## config.mk

```make
export PLATFORM = sky130hd
export DESIGN_NAME = mul_sequencer
export DESIGN_NICKNAME = d
export VERILOG_FILES = /design/src/rtl/alu_pkg.sv /design/src/rtl/mul_datapath.sv /design/src/rtl/mul_sequencer.sv
export SDC_FILE = /design/constraint.sdc
export NUM_CORES = 1
export LEC_CHECK = 0
export CORE_MARGIN = 3
export CORE_UTILIZATION = 40
export DETAILED_ROUTE_END_ITERATION = 8
export PLACE_DENSITY = 0.63
export SLEW_MARGIN = 15
export SYNTH_ARGS = -nofsm -noshare
export SYNTH_HDL_FRONTEND = slang
export SYNTH_SLANG_ARGS = --single-unit
```

## constraint.sdc

```tcl
create_clock -name clk -period 7.7 [get_ports clk]
set_input_delay 1.54 -clock clk [delete_from_list [all_inputs] [get_ports clk]]
set_output_delay 1.54 -clock clk [all_outputs]
set_load 0.1 [all_outputs]
```

## src/rtl/alu_pkg.sv

```systemverilog
// rtl/alu_pkg.sv - shared state encoding, default width and opcodes for the multiply sequencer
package alu_pkg;

  localparam int DEF_WIDTH = 16;

  localparam logic [5:0] OP_MUL = 6'b100001;
  localparam logic [5:0] OP_MLS = 6'b100010;

  typedef enum logic [1:0] {
    ST_IDLE = 2'd0,
    ST_RUN  = 2'd1,
    ST_FIX  = 2'd2,
    ST_DONE = 2'd3
  } state_t;

endpackage

```

## src/rtl/mul_datapath.sv

```systemverilog
// rtl/mul_datapath.sv - shift-add multiplier datapath: operand magnitudes, accumulator,
// step counter, sign fix-up and result/flag registers
module mul_datapath
  import alu_pkg::*;
#(
  parameter int WIDTH = DEF_WIDTH
) (
  input  logic             clk,
  input  logic             rst_n,
  input  logic             load,
  input  logic             step,
  input  logic             fix,
  input  logic [5:0]       op,
  input  logic [WIDTH-1:0] opa,
  input  logic [WIDTH-1:0] opb,
  output logic             last,
  output logic [WIDTH-1:0] result_lo,
  output logic [WIDTH-1:0] result_hi,
  output logic             flag_z,
  output logic             flag_n
);

  localparam int CW = $clog2(WIDTH) + 1;

  logic [WIDTH-1:0]   mcand;
  logic [WIDTH-1:0]   mplier;
  logic [WIDTH-1:0]   acc;
  logic               sign;
  logic [CW-1:0]      count;

  logic               is_signed;
  logic [WIDTH-1:0]   mag_a;
  logic [WIDTH-1:0]   mag_b;
  logic [WIDTH:0]     sum;
  logic [2*WIDTH-1:0] prod;
  logic [2*WIDTH-1:0] fixed;

  // The most-negative operand negates to itself, which is its correct unsigned magnitude.
  always_comb begin
    is_signed = (op == OP_MLS);
    mag_a     = (is_signed && opa[WIDTH-1]) ? ('0 - opa) : opa;
    mag_b     = (is_signed && opb[WIDTH-1]) ? ('0 - opb) : opb;
    sum       = {1'b0, acc} + {1'b0, (mplier[0] ? mcand : '0)};
    prod      = {acc, mplier};
    fixed     = sign ? ('0 - prod) : prod;
    last      = (count == CW'(WIDTH - 1));
  end

  // The add carry becomes the new accumulator MSB, so a full-scale product stays exact.
  always_ff @(posedge clk or negedge rst_n) begin
    if (!rst_n) begin
      mcand     <= '0;
      mplier    <= '0;
      acc       <= '0;
      sign      <= 1'b0;
      count     <= '0;
      result_lo <= '0;
      result_hi <= '0;
      flag_z    <= 1'b0;
      flag_n    <= 1'b0;
    end else begin
      if (load) begin
        mcand  <= mag_a;
        mplier <= mag_b;
        acc    <= '0;
        sign   <= is_signed & (opa[WIDTH-1] ^ opb[WIDTH-1]);
        count  <= '0;
      end else if (step) begin
        acc    <= sum[WIDTH:1];
        mplier <= {sum[0], mplier[WIDTH-1:1]};
        count  <= count + CW'(1);
      end
      if (fix) begin
        result_hi <= fixed[2*WIDTH-1:WIDTH];
        result_lo <= fixed[WIDTH-1:0];
        flag_z    <= (prod == '0);
        flag_n    <= fixed[2*WIDTH-1];
      end
    end
  end

endmodule

```

## src/rtl/mul_sequencer.sv

```systemverilog
// rtl/mul_sequencer.sv - start/abort handshake and IDLE/RUN/FIX/DONE control around mul_datapath
module mul_sequencer
  import alu_pkg::*;
#(
  parameter int WIDTH = DEF_WIDTH
) (
  input  logic             clk,
  input  logic             rst_n,
  input  logic             start,
  input  logic             signed_mode,
  input  logic             abort,
  input  logic [WIDTH-1:0] opa,
  input  logic [WIDTH-1:0] opb,
  output logic             busy,
  output logic             done,
  output logic [WIDTH-1:0] result_lo,
  output logic [WIDTH-1:0] result_hi,
  output logic             flag_z,
  output logic             flag_n
);

  state_t     state;
  state_t     next_state;
  logic       accept;
  logic       step;
  logic       fix;
  logic       last;
  logic [5:0] op;

  always_ff @(posedge clk or negedge rst_n) begin
    if (!rst_n) begin
      state <= ST_IDLE;
    end else begin
      state <= next_state;
    end
  end

  // abort beats start, and also cancels RUN/FIX before the result registers load.
  always_comb begin
    next_state = state;
    accept     = 1'b0;
    step       = 1'b0;
    fix        = 1'b0;
    busy       = 1'b0;
    done       = 1'b0;
    op         = signed_mode ? OP_MLS : OP_MUL;
    case (state)
      ST_IDLE: begin
        if (start && !abort) begin
          accept     = 1'b1;
          next_state = ST_RUN;
        end
      end
      ST_RUN: begin
        busy = 1'b1;
        if (abort) begin
          next_state = ST_IDLE;
        end else begin
          step = 1'b1;
          if (last) begin
            next_state = ST_FIX;
          end
        end
      end
      ST_FIX: begin
        busy = 1'b1;
        if (abort) begin
          next_state = ST_IDLE;
        end else begin
          fix        = 1'b1;
          next_state = ST_DONE;
        end
      end
      ST_DONE: begin
        done = 1'b1;
        if (start && !abort) begin
          accept     = 1'b1;
          next_state = ST_RUN;
        end else begin
          next_state = ST_IDLE;
        end
      end
      default: next_state = ST_IDLE;
    endcase
  end

  mul_datapath #(
    .WIDTH(WIDTH)
  ) u_datapath (
    .clk      (clk),
    .rst_n    (rst_n),
    .load     (accept),
    .step     (step),
    .fix      (fix),
    .op       (op),
    .opa      (opa),
    .opb      (opb),
    .last     (last),
    .result_lo(result_lo),
    .result_hi(result_hi),
    .flag_z   (flag_z),
    .flag_n   (flag_n)
  );

endmodule

```

---- After elaboration in Yosys (flattened, before gate mapping) ----
Cells that the tools add are included.
storage, ports and cells
  logic and storage cells ................. 58
  output and inout port bits .............. 36
  flip-flop bits (word level) ............. 90
  input bits .............................. 37
cells by class
  mux-type cells .......................... 24
  bitwise logic cells ..................... 2
  reductions and logical operators ........ 10
  add/subtract/negate cells ............... 5
  equal/unequal tests ..................... 7
operator list
  kind                   number
  $mux 16                7
  $logic_not 32->1       1
  $mux 32                1
  $sub 1x16->16 const A  2
  $sub 1x32->32 const A  1
  $add 16x16->17         1
  $mux 2                 5
  $mux 5                 2
  $mux 1                 8
  $pmux 2 s4             1
  $eq 6x6->1 const B     1
  $add 5x1->5 const B    1
  $eq 5x4->1 const B     1
  $eq 2x2->1 const B     2
  $reduce_or 2->1        2
  $logic_and 1x1->1      3
  $ne 3x3->1 const B     1
  $eq 2x1->1 const B     1
  $logic_not 2->1        1
  $ne 2x2->1 const B     1
  $reduce_and 2->1       1
  $reduce_bool 2->1      1
  $and 1x1->1            1
  $logic_not 1->1        1
  $xor 1x1->1            1

---- Logic depth before layout (Yosys ltp) ----
Gate-level depths: netlist of the first run.
  word-level depth ........................ 5
  mapped depth ............................ 10
  mapped depth without buffers ............ 8

---- Cells and area by module ----
A second synthesis of the first run with hierarchy kept.
unflattened totals
  cells, all modules ...................... 679
  area, all modules ....................... 5926.9 µm²
modules (own cells, without submodules)
  module         area each (µm²)  times used  sequential area each (µm²)  cells each
  mul_datapath   5729.2           1           2177.1                      657
  mul_sequencer  197.7            1           50.0                        22

---- Least setup slack after synthesis of the first run ----
OpenSTA, ideal clock, no wires.
  kind .................................... input to register
  from .................................... input port opb[0]
  to ...................................... register u_datapath.mplier[14]
  library setup time ...................... 136 ps
  stages on the path ...................... 7
  data required time ...................... 7564 ps
  path buffers ............................ 0
  data arrival time ....................... 2897 ps
  slack ................................... 4667 ps
  cells stage by stage .................... inv_1 > ha_1 > or3b_2 > o41ai_2 > o21ai_0 > xnor2_1 > o21ai_0
between the ends
  word-level cells in the longest chain between the ends .. 3
RTL lines
  item                  RTL line             RTL
  start, declared       mul_sequencer.sv:13  input logic [WIDTH-1:0] opb,
  $sub 1x16->16         mul_datapath.sv:42   mag_b = (is_signed && opb[WIDTH-1]) ? ('0 - opb) : opb;
  $mux 16               mul_datapath.sv:42
  $mux 16               mul_datapath.sv:62   if (load) begin
  end signal, assigned  mul_datapath.sv:64   mplier <= mag_b;
  end signal, assigned  mul_datapath.sv:70   mplier <= {sum[0], mplier[WIDTH-1:1]};
  end, declared         mul_datapath.sv:26   logic [WIDTH-1:0] mplier;
No other way between the ends.
A chain may end at the register's enable or synchronous reset.

---- Worst setup path after layout of the first run ----
  from .................................... register state[0]
  to ...................................... output port busy
between the ends
  word-level cells in the longest chain between the ends .. 3
  elaborated cells between the ends (all ways) .. 4
  classes of those cells .................. 2 x eq/ne; 1 x mux; 1 x reduce/logical
RTL lines
  item                                      RTL line             RTL
  start, declared                           mul_sequencer.sv:22  state_t state;
  start signal, assigned                    mul_sequencer.sv:34  state <= next_state;
  $eq 2x2->1 or $eq 2x1->1 (tied branches)  mul_sequencer.sv:47  case (state)
  $reduce_or 2->1 (no source line) (*)      --
  $mux 1 (*)                                mul_sequencer.sv:47
  end, declared                             mul_sequencer.sv:14  output logic busy,
Mark *: on every way between the ends. The rest lies on a longest branch, timed or not.

==> impl_metrics.env, run 1 <==
export IMPL_ant_nets=0
export IMPL_cts_tree="yes"
export IMPL_setup_tns_final_ps=0
export IMPL_diodes=0
export IMPL_worst_slack_ps=3824
export IMPL_drc=0
export IMPL_instances_no_fill=917
export IMPL_num_vias=5009
export IMPL_pre_cts_ws_ps=3957
export IMPL_postCtsSetupBuffers=0
export IMPL_p_clk_frac=0.157
export IMPL_syn_area_um2=5837
export IMPL_worstReg2RegStart="u_datapath.mplier[0]"
export IMPL_dp_cells=902
export IMPL_grt_pass1_wl_um=23610
export IMPL_io_pins=73
export IMPL_crit_family="buffers and inverters"
export IMPL_synth_top_area_frac=0.3816
export IMPL_multi_input_area_um2=3396
export IMPL_power_density_nw_per_um2=419.2
export IMPL_regToRegEndpoint="u_datapath.acc[9]"
export IMPL_cts_hold_buf=0
export IMPL_seq_area_um2=2227
export IMPL_grt_use_total=0.1766
export IMPL_synth_ff_type="dfrtp_1"
export IMPL_m1WireLength_um=7312
export IMPL_status="finished, final reports clean"
export IMPL_ys_seq_area_frac=0.3816
export IMPL_r2r_slack_ps=4850
export IMPL_min_delay_start="u_datapath.result_hi[2]"
export IMPL_final_cell_mix="nand2_1 (123), dfrtp_1 (89), o21ai_0 (73)"
export IMPL_wire_per_inst_um=15.22
export IMPL_crit_type="reg -> out"
export IMPL_initial_core_util=0.4141
export IMPL_grt_setup_unrepaired="no"
export IMPL_min_path_type="reg -> reg"
export IMPL_antenna_found_initial=0
export IMPL_die_area_um2=16080
export IMPL_highest_layer="met4"
export IMPL_grt_overflow=0
export IMPL_hold_end="u_datapath.result_hi[2]"
export IMPL_dp_hpwl_um=10520
export IMPL_path_clk_slew_ps=60
export IMPL_finalSetupViolations=0
export IMPL_critPathSlowestCell="clkdlybuf4s50_1"
export IMPL_cap_violations=0
export IMPL_clockBufferDepth=2
export IMPL_wl_met3_um=718
export IMPL_viasPerCell=5.462
export IMPL_sw_frac_of_total=0.5081
export IMPL_p_total_mw=2.923
export IMPL_path_cells="inv_1, ha_1, clkdlybuf4s50_1"
export IMPL_h_tree_depth=3
export IMPL_routed_wl_um=13960
export IMPL_maxSlewViolCount=0
export IMPL_fp_dieH_um=126.8
export IMPL_synth_edff_count=0
export IMPL_peakVddDrop_v=0.0001813
export IMPL_die_w_um=126.8
export IMPL_clk_latency_ps=340
export IMPL_area_delta_synth_final_pct=19.46
export IMPL_synth_top_cells_by_area="dfrtp_1 (38%), nand2_1 (7.9%), o21ai_0 (6.3%)"
export IMPL_pwr_share_seq=0.309
export IMPL_synth_async_reset_ratio=1.000
export IMPL_fin_crit_ps=3876
export IMPL_syn_inst=684
export IMPL_cp_start_kind="flop"
export IMPL_syn_area_per_cell_um2=8.533
export IMPL_final_common_cell="nand2_1"
export IMPL_placed_area_um2=6664
export IMPL_finalWeightedCongestion=0.8906
export IMPL_whs_path_depth=2
export IMPL_fill_cells=1387
export IMPL_r2r_cells=8
export IMPL_synth_area_leader_cell="dfrtp_1"
export IMPL_pwr_share_comb=0.534
export IMPL_synth_seq_cells=89
export IMPL_design_area_um2=6973
export IMPL_io_buffer_count=72
export IMPL_row_count=43
export IMPL_p_switching_mw=1.485
export IMPL_cts_resized=0
export IMPL_final_hold_violation_count=0
export IMPL_max_stage_delay_ps=1150
export IMPL_cts_buffers=9
export IMPL_drive_above_1_share=0.05427
export IMPL_path_max_fanout=4
export IMPL_ctsRootBufferMaster="clkbuf_16"
export IMPL_grt_max_degree=68
export IMPL_path_buf_inv=2
export IMPL_fin_nets=797
export IMPL_ys_warn_count=0
export IMPL_fmax_mhz=258.0
export IMPL_cp_data_required_time_ps=6160
export IMPL_internal_power_mw=1.438
export IMPL_maxSlewHeadroom=0.2868
export IMPL_critPathArrivalTime_ps=2340
export IMPL_core_area_um2=14100
export IMPL_wl_met2_um=5786
export IMPL_leakage_nw=2.991
export IMPL_firstDrtPassIters=5
export IMPL_period_share=0.5034
export IMPL_tightest_slew_ps=1070
export IMPL_synth_cell_types=66
export IMPL_crit_path_end_kind="output port"
export IMPL_fin_worst_skew_ps=6.490
export IMPL_grt_pass1_vias=4652
export IMPL_syn_num_nets=748
export IMPL_cts_sinks=89
export IMPL_drt_iter0_drc=298
-- worst max path at each step --
stage	from	end	slack, ps	cells after the start
2_1_floorplan	opb[0]	u_datapath.mplier[14]	4670	7
3_3_place_gp	abort	u_datapath.acc[12]	4010	7
3_5_place_dp	abort	u_datapath.acc[12]	3960	7
4_1_cts	state[0]	busy	3810	3
5_1_grt	state[0]	busy	3760	3
6_report	state[0]	busy	3820	3
-- logic make-up after synthesis --
logic type                 Yosys count  share of synthesized area
DFF                                 89                     0.3816
AOI/OAI and AO/OA                  179                     0.1912
adders and majority gates           27                    0.05916
muxes                                2                   0.003430
xor gates and xnor gates            67                     0.1005
and+or+nand+nor                    264                     0.2266
buffers and inverters               56                    0.03751
-- per-layer routing --
metal | track usage | up-vias
met5 | 0 | -
met4 | 0.05110 | 0
met3 | 0.02232 | 9
met2 | 0.2562 | 132
met1 | 0.2742 | 2346
li1 | - | 2522
-- sequential cells by signal (all words and copies together), names as in the netlist --
register and flops:
state 2, u_datapath.flag_n 1, u_datapath.mcand 16, u_datapath.acc 16
u_datapath.mplier 16, u_datapath.flag_z 1, u_datapath.result_hi 15, u_datapath.count 5
u_datapath.result_lo 16, u_datapath.sign 1
-- tightest hold or removal path: cells and delay by family, from the launching register on --
kind | cells | cell delay [ps]
DFF | 1 | 340
and+or+nand+nor | 1 | 40
AOI/OAI and AO/OA | 1 | 60
-- power groups by stage --
stage / Sequential (mW) / Clock [mW] / Combinational [mW]
floorplan: 1.28 / 0 / 0.798
global placement: 0.898 / 0 / 1.54
detailed placement: 0.910 / 0 / 1.56
CTS: 0.902 / 0.470 / 1.57
global route: 0.938 / 0.487 / 1.70
finish: 0.903 / 0.459 / 1.56
-- synth_stat cells (3+ instances only) --
library cell	number
o41ai_1	13
inv_1	18
nand4_1	3
nand2b_1	5
nand4b_1	4
and2_1	19
nand3_1	10
a21oi_1	34
a31oi_1	13
nor2b_1	3
or4_1	6
or2_2	3
o21ai_0	73
o21ai_1	3
a21o_1	5
o31ai_1	10
xnor2_1	28
xor2_1	39
nand2_1	123
nor4_1	5
dfrtp_1	89
nor2_1	44
and3_1	8
clkbuf_1	32
ha_1	26
nor3_1	7
or3_1	6
and4_1	3
-- per-stage QoR --
| step | utilization | hold slack (ps) |
|---|---|---|
| floorplan | - | 442.4 |
| global placement | 0.4726 | 457.3 |
| detailed placement | 0.4728 | 465.0 |
| CTS | 0.4947 | 478.4 |
| global route | 0.4947 | 493.1 |
| finish | 0.4947 | 476.1 |
-- cell type report --
| class | count | share of cell area |
|---|---|---|
| clock inverter | 6 | 0.01202 |
| inverter | 18 | 0.009690 |
| multi-input combinational | 539 | 0.4870 |
| timing repair buffer | 76 | 0.1073 |
| tap | 180 | 0.03230 |
| sequential | 89 | 0.3194 |
| clock buffer | 9 | 0.03230 |
Note: power is estimated with default switching activity, not from simulation.
==> inputs of run 2 (changes only) <==
Settings changed: PLACE_DENSITY 0.63 to 0.65.
Clock period 7.7 ns to 3.37 ns, I/O delays scaled along.
==> impl_metrics.env, run 2 (synthesized netlist as in run 1, its figures left out) <==
export IMPL_ctsRootBufferMaster="clkbuf_16"
export IMPL_antenna_found_initial=0
export IMPL_final_cell_mix="nand2_1 (123), dfrtp_1 (89), o21ai_0 (73)"
export IMPL_cts_resized=0
export IMPL_diodes=0
export IMPL_cts_tree="yes"
export IMPL_wire_per_inst_um=15.07
export IMPL_grt_pass1_vias=4791
export IMPL_row_count=43
export IMPL_worstReg2RegStart="u_datapath.mplier[0]"
export IMPL_multi_input_area_um2=3393
export IMPL_clk_latency_ps=330
export IMPL_max_stage_delay_ps=560
export IMPL_fmax_mhz=357.8
export IMPL_grt_max_degree=49
export IMPL_power_density_nw_per_um2=960.4
export IMPL_fin_worst_skew_ps=6.654
export IMPL_crit_path_end_kind="flop"
export IMPL_ant_nets=0
export IMPL_leakage_nw=3.076
export IMPL_status="finished, final reports clean"
export IMPL_crit_type="reg -> reg"
export IMPL_cp_start_kind="flop"
export IMPL_routed_wl_um=13910
export IMPL_finalWeightedCongestion=0.9636
export IMPL_cap_violations=0
export IMPL_maxSlewHeadroom=0.3437
export IMPL_path_max_fanout=19
export IMPL_final_hold_violation_count=0
export IMPL_peakVddDrop_v=0.0003810
export IMPL_period_share=0.8294
export IMPL_path_clk_slew_ps=60
export IMPL_critPathArrivalTime_ps=3010
export IMPL_grt_setup_unrepaired="no"
export IMPL_cts_sinks=89
export IMPL_finalSetupViolations=0
export IMPL_path_cells="and2_1, ha_1, fa_1, a21o_1, a311o_1, a31oi_1, xor2_1, o21ai_0"
export IMPL_grt_use_total=0.1776
export IMPL_initial_core_util=0.4141
export IMPL_min_path_type="in -> async"
export IMPL_dp_hpwl_um=10670
export IMPL_fin_nets=803
export IMPL_grt_overflow=0
export IMPL_p_total_mw=6.662
export IMPL_final_common_cell="nand2_1"
export IMPL_cts_buffers=9
export IMPL_num_vias=5028
export IMPL_fp_dieH_um=126.8
export IMPL_clockBufferDepth=2
export IMPL_tightest_slew_ps=984.5
export IMPL_drt_iter0_drc=268
export IMPL_firstDrtPassIters=5
export IMPL_r2r_cells=8
export IMPL_critPathSlowestCell="dfrtp_1"
export IMPL_seq_area_um2=2227
export IMPL_die_w_um=126.8
export IMPL_h_tree_depth=3
export IMPL_drive_above_1_share=0.1077
export IMPL_io_pins=73
export IMPL_die_area_um2=16080
export IMPL_grt_pass1_wl_um=23730
export IMPL_core_area_um2=14100
export IMPL_io_buffer_count=72
export IMPL_r2r_slack_ps=570
export IMPL_area_delta_synth_final_pct=18.84
export IMPL_viasPerCell=5.447
export IMPL_cp_data_required_time_ps=3580
export IMPL_drc=0
export IMPL_fin_crit_ps=2795
export IMPL_postCtsSetupBuffers=0
export IMPL_fill_cells=1372
export IMPL_cts_hold_buf=0
export IMPL_regToRegEndpoint="u_datapath.acc[9]"
export IMPL_maxSlewViolCount=0
export IMPL_setup_tns_final_ps=0
## run 2: worst max-delay path, delay by kind of cell, from the launching register on
kind | cells | cell delay, ps
DFF | 1 | 560
and+or+nand+nor | 1 | 230
xor gates and xnor gates | 1 | 190
adders and majority gates | 2 | 620
AOI/OAI and AO/OA | 4 | 1070
## run 2: area by class of cell
class | count | share of cell area
multi-input combinational | 539 | 0.4892
sequential | 89 | 0.3211
timing repair buffer | 82 | 0.1014
clock buffer | 11 | 0.03499
tap | 180 | 0.03247
clock inverter | 4 | 0.01118
inverter | 18 | 0.009740
## run 2: worst max path at each step
stage	slack, ps	to	cells after the start	start
4_1_cts	590	u_datapath.acc[9]	8	u_datapath.mplier[0]
6_report	570	u_datapath.acc[9]	8	u_datapath.mplier[0]
3_5_place_dp	550	u_datapath.mplier[14]	8	opb[0]
5_1_grt	360	u_datapath.acc[9]	8	u_datapath.mplier[0]
2_1_floorplan	780	u_datapath.acc[9]	10	u_datapath.mplier[0]
3_3_place_gp	610	u_datapath.mplier[14]	8	opb[1]
## run 2: layer usage
| metal | GRT usage | routed length, um | vias up |
|---|---|---|---|
| li1 | - | - | 2528 |
| met1 | 0.2670 | 7101 | 2340 |
| met2 | 0.2674 | 5831 | 141 |
| met3 | 0.02021 | 736 | 19 |
| met4 | 0.05615 | 242 | 0 |
| met5 | 0 | 0 | - |
## run 2: report_power, final
part           switching, mW  leakage (nW)  internal (mW)
Clock                  0.400         0.156          0.669
Sequential             0.568          1.15           1.50
Combinational           2.43          1.77           1.10
## run 2: through the flow
stage / hold WS [ps] / worst slack [ps] / util / cell area, um2 / instances
after floorplan: 378.4 / 775.1 / - / 5837 / 684
after global placement: 456.4 / 614.9 / 0.4694 / 6616 / 908
after detailed placement: 464.9 / 548.2 / 0.4694 / 6616 / 908
after CTS: 327.4 / 591.3 / 0.4921 / 6937 / 923
after global routing: 358.4 / 357.1 / 0.4921 / 6937 / 923
final: 315.3 / 574.8 / 0.4921 / 6937 / 923
==> inputs of run 3 (changes only) <==
Clock period 3.37 ns to 2.5 ns, I/O delays scaled along.
==> impl_metrics.env, run 3 (synthesized netlist as in run 1, its figures left out) <==
export IMPL_status="finished, final reports clean"
export IMPL_min_path_type="in -> async"
export IMPL_leakage_nw=3.234
export IMPL_drc=0
export IMPL_diodes=0
export IMPL_wire_per_inst_um=15.34
export IMPL_core_area_um2=14100
export IMPL_design_area_um2=7232
export IMPL_grt_setup_unrepaired="no"
export IMPL_setup_tns_final_ps=0
export IMPL_fin_worst_skew_ps=4.767
export IMPL_finalWeightedCongestion=0.8992
export IMPL_die_w_um=126.8
export IMPL_critPathArrivalTime_ps=2600
export IMPL_row_count=43
export IMPL_firstDrtPassIters=5
export IMPL_ant_nets=0
export IMPL_io_buffer_count=72
export IMPL_utilization=0.5130
export IMPL_drt_iter0_drc=441
export IMPL_path_max_fanout=11
export IMPL_path_cells="and2_1, ha_1, fa_1, a21o_1, a311o_1, nand4b_1, and4_1, o31ai_1"
export IMPL_cts_buffers=9
export IMPL_viasPerCell=5.407
export IMPL_max_stage_delay_ps=450
export IMPL_clockBufferDepth=2
export IMPL_fill_cells=1378
export IMPL_tightest_slew_ps=643.7
export IMPL_cts_sinks=89
export IMPL_fin_crit_ps=2378
export IMPL_instances_no_fill=955
export IMPL_maxSlewHeadroom=0.5693
export IMPL_grt_overflow=0
export IMPL_drive_above_1_share=0.1535
export IMPL_maxSlewViolCount=0
export IMPL_dp_hpwl_um=11400
export IMPL_dp_cells=941
export IMPL_worst_slack_ps=121.9
export IMPL_cp_data_required_time_ps=2720
export IMPL_cap_violations=0
export IMPL_r2r_cells=8
export IMPL_postCtsSetupBuffers=0
export IMPL_p_total_mw=9.170
export IMPL_whs_ps=160.9
export IMPL_final_hold_violation_count=0
export IMPL_fin_nets=836
export IMPL_path_clk_slew_ps=60
export IMPL_placed_area_um2=6910
export IMPL_r2r_slack_ps=120
export IMPL_routed_wl_um=14650
export IMPL_fp_dieH_um=126.8
export IMPL_cts_hold_buf=0
export IMPL_ctsRootBufferMaster="clkbuf_16"
export IMPL_period_share=0.9512
export IMPL_h_tree_depth=3
export IMPL_grt_pass1_vias=4951
export IMPL_die_area_um2=16080
export IMPL_cts_resized=0
export IMPL_area_delta_synth_final_pct=23.90
export IMPL_clk_latency_ps=340
export IMPL_critPathSlowestCell="dfrtp_2"
export IMPL_initial_core_util=0.4141
export IMPL_peakVddDrop_v=0.0004904
export IMPL_io_pins=73
export IMPL_final_cell_mix="nand2_1 (123), dfrtp_1 (88), buf_4 (77)"
export IMPL_grt_use_total=0.1842
export IMPL_antenna_found_initial=0
export IMPL_finalSetupViolations=0
export IMPL_crit_type="reg -> reg"
export IMPL_grt_pass1_wl_um=24360
export IMPL_cts_tree="yes"
export IMPL_grt_max_degree=68
export IMPL_fmax_mhz=420.5
export IMPL_cp_start_kind="flop"
export IMPL_final_common_cell="nand2_1"
export IMPL_num_vias=5164
export IMPL_crit_path_end_kind="flop"
export IMPL_power_density_nw_per_um2=1268
export IMPL_pre_cts_ws_ps=-64.95
[run 3: worst paths after layout]
check	startpoint	to
worst max register to register	u_datapath.mplier[0]	u_datapath.acc[13]
worst max-delay path	u_datapath.mplier[0]	u_datapath.acc[13]
worst min-delay path	rst_n	u_datapath.result_hi[14]
min in group clk	u_datapath.mcand[2]	u_datapath.mcand[2]
worst min register to register	u_datapath.mcand[2]	u_datapath.mcand[2]
max in group asynchronous	rst_n	u_datapath.mplier[13]
[run 3: area by class of cell]
class                      instances  area [um2]  share of cell area
clock buffer                      11       242.7             0.03356
clock inverter                     3       42.54            0.005882
inverter                          18       67.56            0.009343
multi-input combinational        539        3437              0.4753
sequential                        89        2228              0.3081
tap                              180       225.2             0.03114
timing repair buffer             115       988.4              0.1367
[run 3: worst max-delay path: cells and delay by family, from the launching register on]
family | cells | cell delay [ps]
compound gates | 3 | 640
fa+ha+maj | 2 | 610
simple gates | 3 | 560
flops | 1 | 450
[run 3: power by group]
| group | switching [mW] | internal (mW) | total, mW | leakage, nW |
|---|---|---|---|---|
| clock | 0.530 | 0.789 | 1.32 | 0.137 |
| combinational | 3.50 | 1.71 | 5.21 | 1.95 |
| sequential | 0.617 | 2.02 | 2.64 | 1.15 |
| total | 4.65 | 4.52 | 9.17 | 3.23 |
[run 3: routing by layer]
layer  global-route usage  vias up  part of all wire
li1                     -     2592                 -
met5                    0        -                 0
met4              0.05931        0             0.013
met3              0.01937       14             0.061
met2               0.2814      150              0.43
met1               0.2742     2408              0.49
